--- src/rtl/udp_csum_accum_if.sv ---
// rtl/udp_csum_accum_if.sv - word stream in, folded checksum result out
interface udp_csum_accum_if;
    logic [15:0] i_word;
    logic        i_valid;
    logic        i_last;
    logic        i_odd;
    logic        o_ready;
    logic [15:0] o_sum;
    logic        o_done;
    logic        o_ok;
    logic        o_overflow;

    // Upstream source side: drives words, observes ready and results.
    modport master (
        output i_word, i_valid, i_last, i_odd,
        input  o_ready, o_sum, o_done, o_ok, o_overflow
    );

    // Accumulator side.
    modport slave (
        input  i_word, i_valid, i_last, i_odd,
        output o_ready, o_sum, o_done, o_ok, o_overflow
    );
endinterface

--- src/rtl/udp_csum_accum.sv ---
// rtl/udp_csum_accum.sv - streaming ones-complement UDP checksum accumulator
module udp_csum_accum #(
    parameter int unsigned MAX_WORDS = 1024
) (
    input  logic             i_clk,
    input  logic             i_rst,
    udp_csum_accum_if.slave  s
);

    typedef enum logic [2:0] {
        S_IDLE,
        S_ACCUM,
        S_FOLD1,
        S_FOLD2,
        S_DONE
    } state_t;

    localparam logic [15:0] MAX_CNT = 16'(MAX_WORDS);

    state_t      state;
    state_t      state_nxt;
    logic [31:0] acc;
    logic [15:0] cnt;
    logic        ovf_flag;
    logic [15:0] sum_q;
    logic        ok_q;
    logic        ovf_q;

    logic        taking;
    logic        accept;
    logic [15:0] contrib;
    logic [15:0] cnt_inc;
    logic        hit_max;
    logic [31:0] fold;

    // Ready is a pure function of state, so acceptance is derived from state
    // directly rather than by reading the output back.
    assign taking  = (state == S_IDLE) || (state == S_ACCUM);
    assign accept  = s.i_valid && taking;

    // A trailing single byte sits in the high half; the pad byte counts as zero.
    assign contrib = (s.i_last && s.i_odd) ? {s.i_word[15:8], 8'h00} : s.i_word;

    // Hitting the word limit only counts as overflow when the datagram has not
    // ended on that same word.
    assign cnt_inc = cnt + 16'd1;
    assign hit_max = (cnt_inc == MAX_CNT) && !s.i_last;

    // End-around carry: add the upper half back into the lower half.
    assign fold    = {16'h0000, acc[15:0]} + {16'h0000, acc[31:16]};

    assign s.o_sum      = sum_q;
    assign s.o_ok       = ok_q;
    assign s.o_overflow = ovf_q;

    // State register.
    always_ff @(posedge i_clk) begin
        if (i_rst) begin
            state <= S_IDLE;
        end else begin
            state <= state_nxt;
        end
    end

    // Next-state logic plus ready/done decode.
    always_comb begin
        state_nxt = state;
        s.o_ready = 1'b0;
        s.o_done  = 1'b0;
        case (state)
            S_IDLE, S_ACCUM: begin
                s.o_ready = 1'b1;
                if (s.i_valid) begin
                    if (s.i_last || hit_max) begin
                        state_nxt = S_FOLD1;
                    end else begin
                        state_nxt = S_ACCUM;
                    end
                end
            end
            S_FOLD1: state_nxt = S_FOLD2;
            S_FOLD2: state_nxt = S_DONE;
            S_DONE: begin
                s.o_done  = 1'b1;
                state_nxt = S_IDLE;
            end
            default: state_nxt = S_IDLE;
        endcase
    end

    // Accumulate, fold twice, then capture results so they are valid during DONE.
    always_ff @(posedge i_clk) begin
        if (i_rst) begin
            acc      <= 32'h0000_0000;
            cnt      <= 16'h0000;
            ovf_flag <= 1'b0;
            sum_q    <= 16'h0000;
            ok_q     <= 1'b0;
            ovf_q    <= 1'b0;
        end else begin
            case (state)
                S_IDLE, S_ACCUM: begin
                    if (accept) begin
                        acc <= acc + {16'h0000, contrib};
                        cnt <= cnt_inc;
                        if (hit_max) begin
                            ovf_flag <= 1'b1;
                        end
                    end
                end
                S_FOLD1: begin
                    acc <= fold;
                end
                S_FOLD2: begin
                    acc   <= fold;
                    sum_q <= fold[15:0];
                    ok_q  <= (fold[15:0] == 16'hFFFF) && !ovf_flag;
                    ovf_q <= ovf_flag;
                end
                S_DONE: begin
                    acc      <= 32'h0000_0000;
                    cnt      <= 16'h0000;
                    ovf_flag <= 1'b0;
                end
                default: begin
                    acc      <= 32'h0000_0000;
                    cnt      <= 16'h0000;
                    ovf_flag <= 1'b0;
                end
            endcase
        end
    end

endmodule

--- src/flat_wrapper.sv ---
// flat-port wrapper written by rule: the top's interface ports become plain ports
module udp_csum_accum_flat 
#(
    parameter int unsigned MAX_WORDS = 1024
)
  (i_clk, i_rst, s_i_word, s_i_valid, s_i_last, s_i_odd, s_o_ready, s_o_sum, s_o_done, s_o_ok, s_o_overflow);
  udp_csum_accum_if s_i ();
  input  logic i_clk;
  input  logic i_rst;
  input wire logic [$bits(s_i.i_word)-1:0] s_i_word;
  input wire logic [$bits(s_i.i_valid)-1:0] s_i_valid;
  input wire logic [$bits(s_i.i_last)-1:0] s_i_last;
  input wire logic [$bits(s_i.i_odd)-1:0] s_i_odd;
  output wire logic [$bits(s_i.o_ready)-1:0] s_o_ready;
  output wire logic [$bits(s_i.o_sum)-1:0] s_o_sum;
  output wire logic [$bits(s_i.o_done)-1:0] s_o_done;
  output wire logic [$bits(s_i.o_ok)-1:0] s_o_ok;
  output wire logic [$bits(s_i.o_overflow)-1:0] s_o_overflow;
  assign s_i.i_word = s_i_word;
  assign s_i.i_valid = s_i_valid;
  assign s_i.i_last = s_i_last;
  assign s_i.i_odd = s_i_odd;
  assign s_o_ready = s_i.o_ready;
  assign s_o_sum = s_i.o_sum;
  assign s_o_done = s_i.o_done;
  assign s_o_ok = s_i.o_ok;
  assign s_o_overflow = s_i.o_overflow;
  udp_csum_accum #(.MAX_WORDS(MAX_WORDS)) u_core (.i_clk(i_clk), .i_rst(i_rst), .s(s_i));
endmodule
--- config.mk ---
export PLATFORM = sky130hd
export DESIGN_NAME = udp_csum_accum_flat
export DESIGN_NICKNAME = d
export VERILOG_FILES = /design/src/rtl/udp_csum_accum_if.sv /design/src/rtl/udp_csum_accum.sv /design/src/flat_wrapper.sv
export SDC_FILE = /design/constraint.sdc
export NUM_CORES = 1
export LEC_CHECK = 0
export CORE_UTILIZATION = 45
export CTS_CLUSTER_DIAMETER = 150
export CTS_CLUSTER_SIZE = 24
export DETAILED_ROUTE_END_ITERATION = 12
export PLACE_DENSITY = 0.64
export SYNTH_ARGS = -nofsm -noshare
export SYNTH_HDL_FRONTEND = slang
export SYNTH_SLANG_ARGS = --single-unit
--- constraint.sdc ---
create_clock -name i_clk -period 2.9 [get_ports i_clk]
set_input_delay 0.58 -clock i_clk [delete_from_list [all_inputs] [get_ports i_clk]]
set_output_delay 0.58 -clock i_clk [all_outputs]
set_load 0.005 [all_outputs]
==> results_dict.tcl, run 1 <==
set metrics [dict create \
    antenna_left 0 \
    ys_async_sr_fraction 0 \
    regArea_sq_mm 0.00140 \
    p_leak_nw 2.29 \
    critPathRequiredTime_ns 3.16 \
    synthTopCellsByArea "dfxtp_1 (30%), ha_1 (8.8%), a21oi_1 (6.1%)" \
    path_class "in -> reg" \
    wl_microns 13300 \
    num_antenna_cells 0 \
    fin_crit_ns 2.88 \
    hold_slack_ns 0.455 \
    syn-num-nets 655 \
    first_iter_violations 168 \
    worst_setup_path_end_kind "flop" \
    ys_warn_count 0 \
    fin_util 0.597 \
    grt_pass1_vias 4437 \
    clock_sinks 70 \
    fp.dieH_microns 104 \
    grt_setup_unrepaired "true" \
    synth_compound_area_frac 0.212 \
    status "finished clean" \
    synthAdderAreaFrac 0.0965 \
    grt_max_degree 28 \
    maxCapViolCount 0 \
    fin_worst_skew_ns 0.0125 \
    clk_pin_slew_ns 0.09 \
    most-common-layout-cells "dfxtp_1 (70), nand2_1 (67), nor2_1 (64)" \
    synth_top_family_by_area "simple AND/OR/NAND/NOR gates" \
    grt.total_usage 0.248 \
    min_period_over_period 0.992 \
    crit_slowest_cell "clkdlybuf4s50_1" \
    worstPathArrival_ns 3.14 \
    cts_tree "built" \
    yosysUniqueCellTypes 69 \
    synth_seq_area_share 0.298 \
    slew_violations 0 \
    synth-seq-cells 70 \
    dr_total_vias 4701 \
    dp.cells 796 \
    antenna_found_initial 0 \
    cts_made_buffers 9 \
    crit_path_cell_trace "clkdlybuf4s50_1 -> and2_4 -> ha_4 -> buf_4 -> a21oi_2 -> o21ai_1 -> a21o_1 -> o41a_1 -> a211oi_2 -> buf_6 -> o2bb2ai_4 -> a211oi_2" \
    multi_input_area_sq_mm 0.00325 \
    synth-main-ff-cell "dfxtp_1" \
    tightestPinTransition_ns 0.801 \
    gp_congestion 0.899 \
    yosysTopAreaCell "dfxtp_1" \
    gr-total-overflow 0 \
    finalSetupViolations 0 \
    synthSimpleGateAreaFrac 0.268 \
    core_region_area_sq_mm 0.00995 \
    hold_path_class "reg -> reg" \
    drc 0 \
    cp_max_fo 8 \
    grt_pass1_wl_microns 21400 \
    fmax_ghz 0.347 \
    synth_top_area_frac 0.298 \
    post_drt_wl_per_cell_microns 16.2 \
    routed_via_density 5.74 \
    firstDrtPassIters 4 \
    start_util 0.472 \
    cts_hold_buf 0 \
    peakVddDrop_mv 0.210 \
    synth.area.mux_share 0.00853 \
    cp-start-kind "primary input" \
    max_stage_delay_ns 0.48 \
    die_w_microns 104 \
    layoutNonFillerInstCount 819 \
    fill_cells 933 \
    syn_area_per_cell_sq_um 7.84 \
    rows 36 \
    io-pin-count 41 \
    clkLatencyLatePin_ns 0.37 \
    netlist_area_sq_mm 0.00470 \
    syn_inst 599 \
    p_per_area_mw_per_mm2 476 \
    p_total_mw 2.83 \
    clockRootBuffer "clkbuf_8" \
    crit_top_cell "a211oi_2" \
    finalHoldViolCount 0 \
    io_buffers 40 \
    drive_above_1_share 0.175 \
    syn2layout_area_growth_pct 26.6 \
    hpwlAfterDp_microns 9880 \
    synthXorXnorAreaFrac 0.0690 \
    final_common_cell "dfxtp_1" \
    synth-edff-count 0 \
    nets 737 \
    die_area_sq_mm 0.0108 \
    htree_levels 3 \
    clk_path_buf_depth 2 \
    max_slew_margin 0.462 \
]
repair_timing:
item,in CTS,in global routing
gates cloned,1,0
setup endpoints to repair,20,24
resized for setup,16,33
setup buffers,4,2
pin swaps,11,20
Yosys cell counts (16+ instances only):
cell type and instances:
o21ai_0 24, dfxtp_1 70, or3_1 18, clkbuf_1 16, xnor2_1 21, nor3_1 19, inv_1 19, ha_1 33
xor2_1 16, nand3_1 20, nor2_1 64, nand2_1 68, a21oi_1 57
final cells by class:
type,count,share of cell area
Multi-Input combinational cell,486,0.547
Inverter,19,0.0120
Sequential cell,70,0.236
Timing Repair Buffer,95,0.139
Tap cell,133,0.0280
Clock inverter,6,0.0156
Clock buffer,10,0.0232
routing by layer:
| metal | GRT usage | part of all wire | routed length, microns |
|---|---|---|---|
| met1 | 0.320 | 0.46 | 6140 |
| met5 | 0 | 0 | 0 |
| met4 | 0.118 | 0.027 | 354 |
| met3 | 0.0282 | 0.039 | 514 |
| met2 | 0.411 | 0.47 | 6250 |
kinds of logic (layout without fill, tap and decap cells):
kind of cell    count (synthesis)  count (layout)
simple gates                  254             254
mux                             4               4
flops                          70              70
xor+xnor                       37              37
buf+inv                        43             130
compound gates                156             156
fa+ha+maj                      35              35
final timing paths:
| path | start | end | slack (ns) | depth (start not counted) |
|---|---|---|---|---|
| min reg2reg | u_core.s.o_sum[13]$_SDFFE_PP0P_ | u_core.s.o_sum[13]$_SDFFE_PP0P_ | 0.45 | 2 |
| min | u_core.s.o_sum[13]$_SDFFE_PP0P_ | u_core.s.o_sum[13]$_SDFFE_PP0P_ | 0.45 | 2 |
| max reg2reg | u_core.acc[17]$_SDFFE_PP0N_ | u_core.s.o_sum[15]$_SDFFE_PP0P_ | 0.10 | 11 |
| max | s_i_word[3] | u_core.acc[16]$_SDFFE_PP0N_ | 0.02 | 12 |
metrics by stage:
step / setup slack [ns] / cell area (sq um) / TNS, ns
after floorplan: -0.168 / 4740 / -1.13
after global placement: -0.748 / 5510 / -14.67
after detailed placement: -0.796 / 5510 / -16.12
after CTS: 0.000701 / 5790 / 0
after global routing: -0.0591 / 5940 / -0.325
final: 0.0220 / 5940 / 0
where the power goes:
| part | leakage, nW | switching [mW] | internal (mW) | total, mW |
|---|---|---|---|---|
| Clock | 0.109 | 0.415 | 0.512 | 0.927 |
| Sequential | 0.568 | 0.0540 | 1.00 | 1.06 |
| Combinational | 1.61 | 0.436 | 0.407 | 0.843 |
critical path: cells and delay by family:
family	cells	cell delay, ns
compound gates	7	1.39
buf+inv	3	0.81
fa+ha+maj	1	0.20
simple gates	1	0.15
state kept, by name, summed over array words and instances (netlist names):
name                 flops
u_core.s.o_ok            1
u_core.cnt              16
u_core.s.o_overflow      1
u_core.state             3
u_core.ovf_flag          1
u_core.acc              32
u_core.s.o_sum          16
No activity file was read; power rests on OpenSTA's default activity.
==> run 2: changes to the inputs <==
--- a/config.mk
+++ b/config.mk
@@ -10,6 +10,7 @@
 export CTS_CLUSTER_SIZE = 24
 export DETAILED_ROUTE_END_ITERATION = 12
 export PLACE_DENSITY = 0.64
+export SETUP_SLACK_MARGIN = 0.3
 export SYNTH_ARGS = -nofsm -noshare
 export SYNTH_HDL_FRONTEND = slang
 export SYNTH_SLANG_ARGS = --single-unit
==> run 2 against run 1 <==
  * Clock skew rose by 0.00055 ns
  * Clock power fell by 2.8%
  * Combinational power rose by 13%
  * Via count rose by 0.47%
  * Die area did not move
==> results_dict.tcl, run 2 (synthesized netlist as in run 1, its figures left out) <==
set metrics [dict create \
    status "finished clean" \
    die_w_microns 104 \
    worst_setup_path_end_kind "flop" \
    antenna_found_initial 0 \
    peakVddDrop_mv 0.233 \
    wl_microns 13700 \
    clkLatencyLatePin_ns 0.36 \
    nets 744 \
    slew_violations 0 \
    fmax_ghz 0.364 \
    fp.dieH_microns 104 \
    io_buffers 40 \
    maxCapViolCount 0 \
    gr-total-overflow 0 \
    syn2layout_area_growth_pct 33.6 \
    antenna_left 0 \
    cts_hold_buf 0 \
    cts_tree "built" \
    dr_total_vias 4723 \
    rows 36 \
    grt_pass1_vias 4453 \
    grt_max_degree 27 \
    fin_util 0.630 \
    drive_above_1_share 0.254 \
    finalHoldViolCount 0 \
    grt_pass1_wl_microns 21600 \
    critPathRequiredTime_ns 3.14 \
    grt_setup_unrepaired "true" \
    preCtsSetupSlack_ns -0.798 \
    drc 0 \
    finalSetupViolations 0 \
    most-common-layout-cells "nand2_1 (67), nor2_1 (64), buf_4 (58), dfxtp_1 (58), a21oi_1 (48)" \
    num_antenna_cells 0 \
    io-pin-count 41 \
    grt.total_usage 0.248 \
    min_period_over_period 0.947 \
    p_leak_nw 2.38 \
    tightestPinTransition_ns 0.724 \
    gp_congestion 0.861 \
    max_slew_margin 0.514 \
    dp.cells 796 \
    layoutNonFillerInstCount 826 \
    routed_via_density 5.72 \
    hold_path_class "reg -> reg" \
    finalSetupTns_ns 0 \
    clock_sinks 70 \
    p_per_area_mw_per_mm2 466 \
    hold_slack_ns 0.456 \
    worstPathArrival_ns 2.99 \
    final_common_cell "nand2_1" \
    first_iter_violations 213 \
    hpwlAfterDp_microns 9730 \
    core_region_area_sq_mm 0.00995 \
    top_register "u_core.acc" \
    path_class "in -> reg" \
    fin_worst_skew_ns 0.0131 \
    clk_pin_slew_ns 0.08 \
    cts_made_buffers 9 \
    post_drt_wl_per_cell_microns 16.6 \
    firstDrtPassIters 5 \
    clockRootBuffer "clkbuf_8" \
    die_area_sq_mm 0.0108 \
    largest_reg_flops 32 \
    fin_ws_ns 0.153 \
    cp_max_fo 8 \
    clk_path_buf_depth 2 \
    start_util 0.472 \
    htree_levels 3 \
    fin_crit_ns 2.75 \
    cp-start-kind "primary input" \
]
-- run 2: power by group --
group	leakage (nW)	internal [mW]	switching (mW)
clock network	0.108	0.504	0.397
registers	0.574	1.01	0.0656
logic	1.70	0.468	0.483
-- run 2: per-layer routing --
layer / vias to the layer above / GRT usage / wire length [microns] / share of wire
met5: - / 0 / 0 / 0
met4: 0 / 0.0867 / 361 / 0.026
met3: 31 / 0.0514 / 611 / 0.045
met2: 117 / 0.408 / 6470 / 0.47
met1: 2247 / 0.322 / 6250 / 0.46
li1: 2328 / - / - / -
-- run 2: area by class of cell --
class | instances | area (sq um)
clock inverters | 6 | 85.1
inverters | 19 | 71.3
repair buffers | 102 | 878
flip-flops and latches | 70 | 1420
fillers | 866 | 3680
multi-input cells | 486 | 3510
clock buffers | 10 | 138
well taps | 133 | 166
-- run 2: path summary, 6_finish.rpt --
kind                                                     start  depth (start not counted)                        endpoint  slack (ns)
worst max register to register      u_core.acc[0]$_SDFFE_PP0N_                         11     u_core.acc[16]$_SDFFE_PP0N_        0.28
worst max-delay path                                   s_i_odd                         14     u_core.acc[16]$_SDFFE_PP0N_        0.15
worst min-delay path            u_core.s.o_sum[8]$_SDFFE_PP0P_                          2  u_core.s.o_sum[8]$_SDFFE_PP0P_        0.46
worst min register to register  u_core.s.o_sum[8]$_SDFFE_PP0P_                          2  u_core.s.o_sum[8]$_SDFFE_PP0P_        0.46
-- run 2: timing repair --
item / 4_1_cts / 5_1_grt
gates cloned: 1 / 0
gates resized for setup: 69 / 44
setup buffers: 6 / 7
setup endpoints to repair: 31 / 27
pin swaps: 32 / 24
-- run 2: per-stage QoR --
step / instance area [sq um] / power, mW
3_3_place_gp: 5540 / 1.85
4_1_cts: 5990 / 2.84
5_1_grt: 6270 / 3.06
6_report: 6270 / 2.93
2_1_floorplan: 4760 / 1.57
3_5_place_dp: 5540 / 1.86
-- run 2: worst max-delay path, cell delays in order --
cell and delay (ns):
buf_8 0.08, nand2_8 0.05, and2_4 0.16, ha_4 0.16, fa_2 0.33, a21o_1 0.17, a21oi_2 0.17, o21ai_2 0.08
a21o_1 0.18, o41a_1 0.37, a211oi_4 0.30, buf_6 0.19, o2bb2ai_2 0.11, a211oi_1 0.07
==> run 3: changes to the inputs <==
--- a/config.mk
+++ b/config.mk
@@ -9,6 +9,7 @@
 export CTS_CLUSTER_DIAMETER = 150
 export CTS_CLUSTER_SIZE = 24
 export DETAILED_ROUTE_END_ITERATION = 12
+export GPL_ROUTABILITY_DRIVEN = 0
 export PLACE_DENSITY = 0.64
 export SETUP_SLACK_MARGIN = 0.3
 export SYNTH_ARGS = -nofsm -noshare
==> results of run 3 <==
Same layout as run 2: the final DEF is identical, and so are final timing and power.
==> patch 1: new RTL, flow settings as in run 3 <==
Re-encode `state_t` (5 states) as one-hot, 5 bits wide.
--- a/src/rtl/udp_csum_accum.sv
+++ b/src/rtl/udp_csum_accum.sv
@@ -8,10 +8,10 @@
 );
 
-    typedef enum logic [2:0] {
-        S_IDLE,
-        S_ACCUM,
-        S_FOLD1,
-        S_FOLD2,
-        S_DONE
+    typedef enum logic [4:0] {
+        S_IDLE  = 5'b00001,
+        S_ACCUM = 5'b00010,
+        S_FOLD1 = 5'b00100,
+        S_FOLD2 = 5'b01000,
+        S_DONE  = 5'b10000
     } state_t;
 
Formal check against the unedited RTL: same outputs for any inputs over 4 cycles, from zero or initial values and one cycle with i_rst high; so few cycles prove little.
==> patch 1 against run 3 <==
  * Maximum frequency is 1.2% lower
  * Clock power grew 14%
  * Synthesized cell count up 12%
  * Final area rose by 11%
  * Wire length up 17%
  * First-iteration DRC count up 150%
  * Combinational power is 95% higher
  * Via count is 17% higher
  * Worst setup slack lost 34 ps
  * Total power grew 39%
  * Area after synthesis grew 9.7%
  * Sequential cell count up 2
  * Critical endpoint is now u_core.acc[26]
  * Highest routed layer unchanged
==> patch 1: results (changes against run 3) <==
- Multi-input comb cells: 547 (was 486)
- Met2 wire len: 7.36 mm (was 6.47 mm)
- Syn_nets: 726 (was 655)
- Worst reg-to-reg setup slack: 260 ps (was 280 ps)
- Min Hold Slack: 450 ps (was 456 ps)
- Synth cell count leaders: nand2_1 (80), dfxtp_1 (72), a21oi_1 (69), nor2_1 (64), ha_1 (33) (was dfxtp_1 (70), nand2_1 (68), nor2_1 (64), a21oi_1 (57), ha_1 (33))
- Clock power frac: 0.255 (was 0.308)
- Fraction of area in multi-input gates: 0.559 (was 0.560)
- Compound-Gate Fraction of Synth Area: 0.255 (was 0.212)
- Slowest stage cell on the critical path: or4_4 (was o41a_1)
- Clock group total power: 1.03 mW (was 0.901 mW)
- Worst-Margin Slew: 726 ps (was 724 ps)
- Worst r2r path cells: 10 (was 11)
- Nets@finish: 828 (was 744)
- M3 GR Usage: 0.0329 (was 0.0514)
- Fillcell total: 962 (was 866)
- Max FO, Critical Path: 5 (was 8)
- VDD IR-drop max: 292 uV (was 233 uV)
- Worst Hold Path EP: u_core.s.o_sum[13] (was u_core.s.o_sum[8])
- Metal3 WL: 960 um (was 611 um)
- Wire per inst: 17.4 um (was 16.6 um)
- Top area cells in the synthesized netlist: dfxtp_1 (28%), ha_1 (8.0%), a21oi_1 (6.7%) (was dfxtp_1 (30%), ha_1 (8.8%), a21oi_1 (6.1%))
- CTS Root Cell: clkbuf_16 (was clkbuf_8)
- Largest net degree at the start of global routing: 28 (was 27)
- P_sw: 1.58 mW (was 0.945 mW)
- Post-synthesis sequential area ratio: 0.280 (was 0.298)
- Seq area share: 0.211 (was 0.227)
- Status: completed (unchanged)
- Final instance count without filler cells: 917 (was 826)
- Placed cell area: 6040 um2 (was 5540 um2)
- Repair and plain buffers: 124 (was 102)
- Share of layout cells above drive strength 1: 0.259 (was 0.254)
- First-pass GRT wire length: 24.4 mm (was 21.6 mm)
- CTS clock-pin slew for the worst setup and hold paths: 60 ps (was 80 ps)
- Adder-cell share of the synthesized area: 0.0879 (was 0.0965)
- Avg Inst Size Synth: 7.69 um2 (was 7.84 um2)
- GRT Util Overall: 0.269 (was 0.248)
- Invs w/o clock: 18 (was 19)
- Non-Clock Buffer Area Fraction: 0.156 (was 0.140)
- Vias in the first global route: 4,873 (was 4,453)
- Crit path DAT: 3060 ps (was 2990 ps)
- DP Worst Slack: -704 ps (was -798 ps)
- Max incr delay on CP: 410 ps (was 370 ps)
- Final Util: 0.634 (was 0.630)
- R2R Path End: u_core.s.o_ok (was u_core.acc[16])
- Combinational logic power: 1.85 mW (was 0.951 mW)
- Placed cells: 875 (was 796)
- Synth Area in XOR/XNOR: 0.0340 (was 0.0690)
- Clock Skew: 6.97 ps (was 13.1 ps)
- HPWL after DPL: 11.5 mm (was 9.73 mm)
- Hold path startpoint: u_core.s.o_sum[13] (was u_core.s.o_sum[8])
- Initial drt markers: 531 (was 213)
[patch 1: cell count changes in the layout (fill, tap and decap cells not counted), sizes merged, moves of 7 or more]
cell	before	now
a21oi	58	71
a21o	5	12
nand2	68	80
o21ai	34	23
o31ai	2	11
buf	65	88
xnor2	21	11
xor2	16	9
[patch 1: how the worst max path moves through the flow]
stage	slack (ps)	from	end	cells after the start
global placement	-630	s_i_last	u_core.acc[26]	13
detailed placement	-700	s_i_last	u_core.acc[26]	13
finish	120	s_i_odd	u_core.acc[26]	14
global route	40	s_i_odd	u_core.acc[26]	14
CTS	220	s_i_last	u_core.acc[22]	13
floorplan	230	s_i_odd	u_core.acc[26]	12
[patch 1: what timing repair did]
item | 4_1_cts | 5_1_grt
setup endpoints to repair | 31 | 25
cloned | 1 | 0
resized for setup | 44 | 75
setup buffers | 13 | 12
pin swaps | 22 | 43
==> patch 2: new RTL, flow settings as in run 3 <==
Without the edit above. `MAX_WORDS` is set to 1024 in 2 places; all go to 768.
--- a/src/rtl/udp_csum_accum.sv
+++ b/src/rtl/udp_csum_accum.sv
@@ -1,5 +1,5 @@
 // rtl/udp_csum_accum.sv - streaming ones-complement UDP checksum accumulator
 module udp_csum_accum #(
-    parameter int unsigned MAX_WORDS = 1024
+    parameter int unsigned MAX_WORDS = 768
 ) (
     input  logic             i_clk,
--- a/src/flat_wrapper.sv
+++ b/src/flat_wrapper.sv
@@ -2,5 +2,5 @@
 module udp_csum_accum_flat 
 #(
-    parameter int unsigned MAX_WORDS = 1024
+    parameter int unsigned MAX_WORDS = 768
 )
   (i_clk, i_rst, s_i_word, s_i_valid, s_i_last, s_i_odd, s_o_ready, s_o_sum, s_o_done, s_o_ok, s_o_overflow);
Formal check against the unedited RTL: same outputs for any inputs over 4 cycles, from zero or initial values and one cycle with i_rst high; that may be too few to reach the edited logic, so the function may still have changed.
==> patch 2 against run 3 <==
  * Count of clock-buffer cells in the layout shrank 1
  * Total power shrank 5.5%
  * Wire length shrank 3.1%
  * Largest power group unchanged
  * Sequential cell count is the same
  * Combinational power grew 6%
  * Final area shrank 2.1%
  * Critical endpoint is now u_core.acc[20]
  * Worst setup slack gained 150 ps
  * Area after synthesis shrank 1.6%
==> patch 2: results (changes against run 3) <==
- Status: completed (unchanged)
- Largest net degree at the start of global routing: 28 (was 27)
- H-tree depth: 3 (unchanged)
- Nets@finish: 722 (was 744)
- First-pass GRT wire length: 21.2 mm (was 21.6 mm)
- Syn_nets: 629 (was 655)
- DP Worst Slack: -656 ps (was -798 ps)
- Synth Area in XOR/XNOR: 0.0910 (was 0.0690)
- Pre-antenna DRT Iters: 4 (was 5)
- Synth cell types: 64 (was 69)
- Max clock buf depth: 2 (unchanged)
- VDD IR-drop max: 309 uV (was 233 uV)
- Top area cells in the synthesized netlist: dfxtp_1 (30%), ha_1 (8.9%), a21oi_1 (6.2%) (was dfxtp_1 (30%), ha_1 (8.8%), a21oi_1 (6.1%))
- WL final: 13.3 mm (was 13.7 mm)
- Crit path DAT: 2820 ps (was 2990 ps)
- Mux contribution to synthesized area: 0.0173 (was 0.00853)
- Vias in the first global route: 4,288 (was 4,453)
- Initial drt markers: 164 (was 213)
- Clock Skew: 10.9 ps (was 13.1 ps)
- Compound-Gate Fraction of Synth Area: 0.214 (was 0.212)
- Max FO, Critical Path: 7 (was 8)
- Adder-cell share of the synthesized area: 0.0980 (was 0.0965)
- Share of layout cells above drive strength 1: 0.221 (was 0.254)
- Ant. Diodes: 0 (unchanged)
- HPWL after DPL: 9.92 mm (was 9.73 mm)
- Asr flop ratio synth: 0 (unchanged)
- Placed cell area: 5490 um2 (was 5540 um2)
- Leak pwr: 2.41 nW (was 2.38 nW)
- Post-synthesis sequential area ratio: 0.303 (was 0.298)
- Starting Density: 0.469 (was 0.472)
- Worst rel slew slack: 0.468 (was 0.514)
- DR vias: 4,528 (was 4,723)
- Synth cell count leaders: dfxtp_1 (70), nand2_1 (63), nor2_1 (62), a21oi_1 (57), ha_1 (33) (was dfxtp_1 (70), nand2_1 (68), nor2_1 (64), a21oi_1 (57), ha_1 (33))
- GRT Util Overall: 0.260 (was 0.248)
patch 2: cell types whose count changed in the layout (fill, tap and decap cells not counted), moves of 6 or more:
cell            run 3  this run
dfxtp_1            58        66
dfxtp_2             9         3
or3_1              17         7
nand2_1            67        61
nor3_1             16        10
nor4_1              1         7
xnor2_1            16        28
patch 2: final timing paths:
check             slack, ps  cells past startpoint                 to              start
setup / recovery        310                     14     u_core.acc[20]            s_i_odd
hold / removal          460                      2  u_core.s.o_sum[5]  u_core.s.o_sum[5]
setup reg to reg        400                     11     u_core.acc[14]     u_core.acc[17]
hold reg to reg         460                      2  u_core.s.o_sum[5]  u_core.s.o_sum[5]
patch 2: kinds of logic after synthesis:
group | Yosys count
compound gates | 146
xor+xnor | 48
fa+ha+maj | 35
buf+inv | 34
flops | 70
mux | 8
simple gates | 232
patch 2: where the power goes:
group          internal [mW]  switching [mW]  leakage [nW]
clock                  0.303           0.384        0.0848
sequential              1.01          0.0589         0.570
combinational          0.496           0.515          1.75
patch 2: final cells by class:
type	instances	area [um2]
clock inverter	6	40.0
clock buffer	9	124
multi-input combinational	469	3460
tap	133	166
timing repair buffer	102	893
sequential	70	1410
fill	885	3720
inverter	14	52.6
patch 2: stage by stage:
stage,setup TNS (ps),cells
after CTS,0,798
after global routing,0,803
after detailed placement,-13240,767
final,0,803
after floorplan,0,573
after global placement,-11720,767
patch 2: worst max-delay path, cell delays in order:
cell and delay [ps]:
buf_8 80, nand2_8 60, and2_4 180, buf_6 110
fa_2 360, a21oi_2 180, o21ai_2 90, a2111oi_4 380
o21ai_4 130, a21oi_4 180, buf_6 170, nor3_2 60
xnor2_1 190, nor2_1 60
patch 2: timing repair:
item | CTS | global route
endpoints found under the setup margin | 27 | 27
setup buffers | 16 | 5
pin swaps | 33 | 31
resized for setup | 56 | 32
patch 2: metal layers:
metal  vias up  GRT usage  share of wire
li1       2246          -              -
met1      2173      0.340           0.46
met2        92      0.440           0.48
met3        17     0.0430          0.045
met4         0     0.0791          0.014
met5         -          0              0
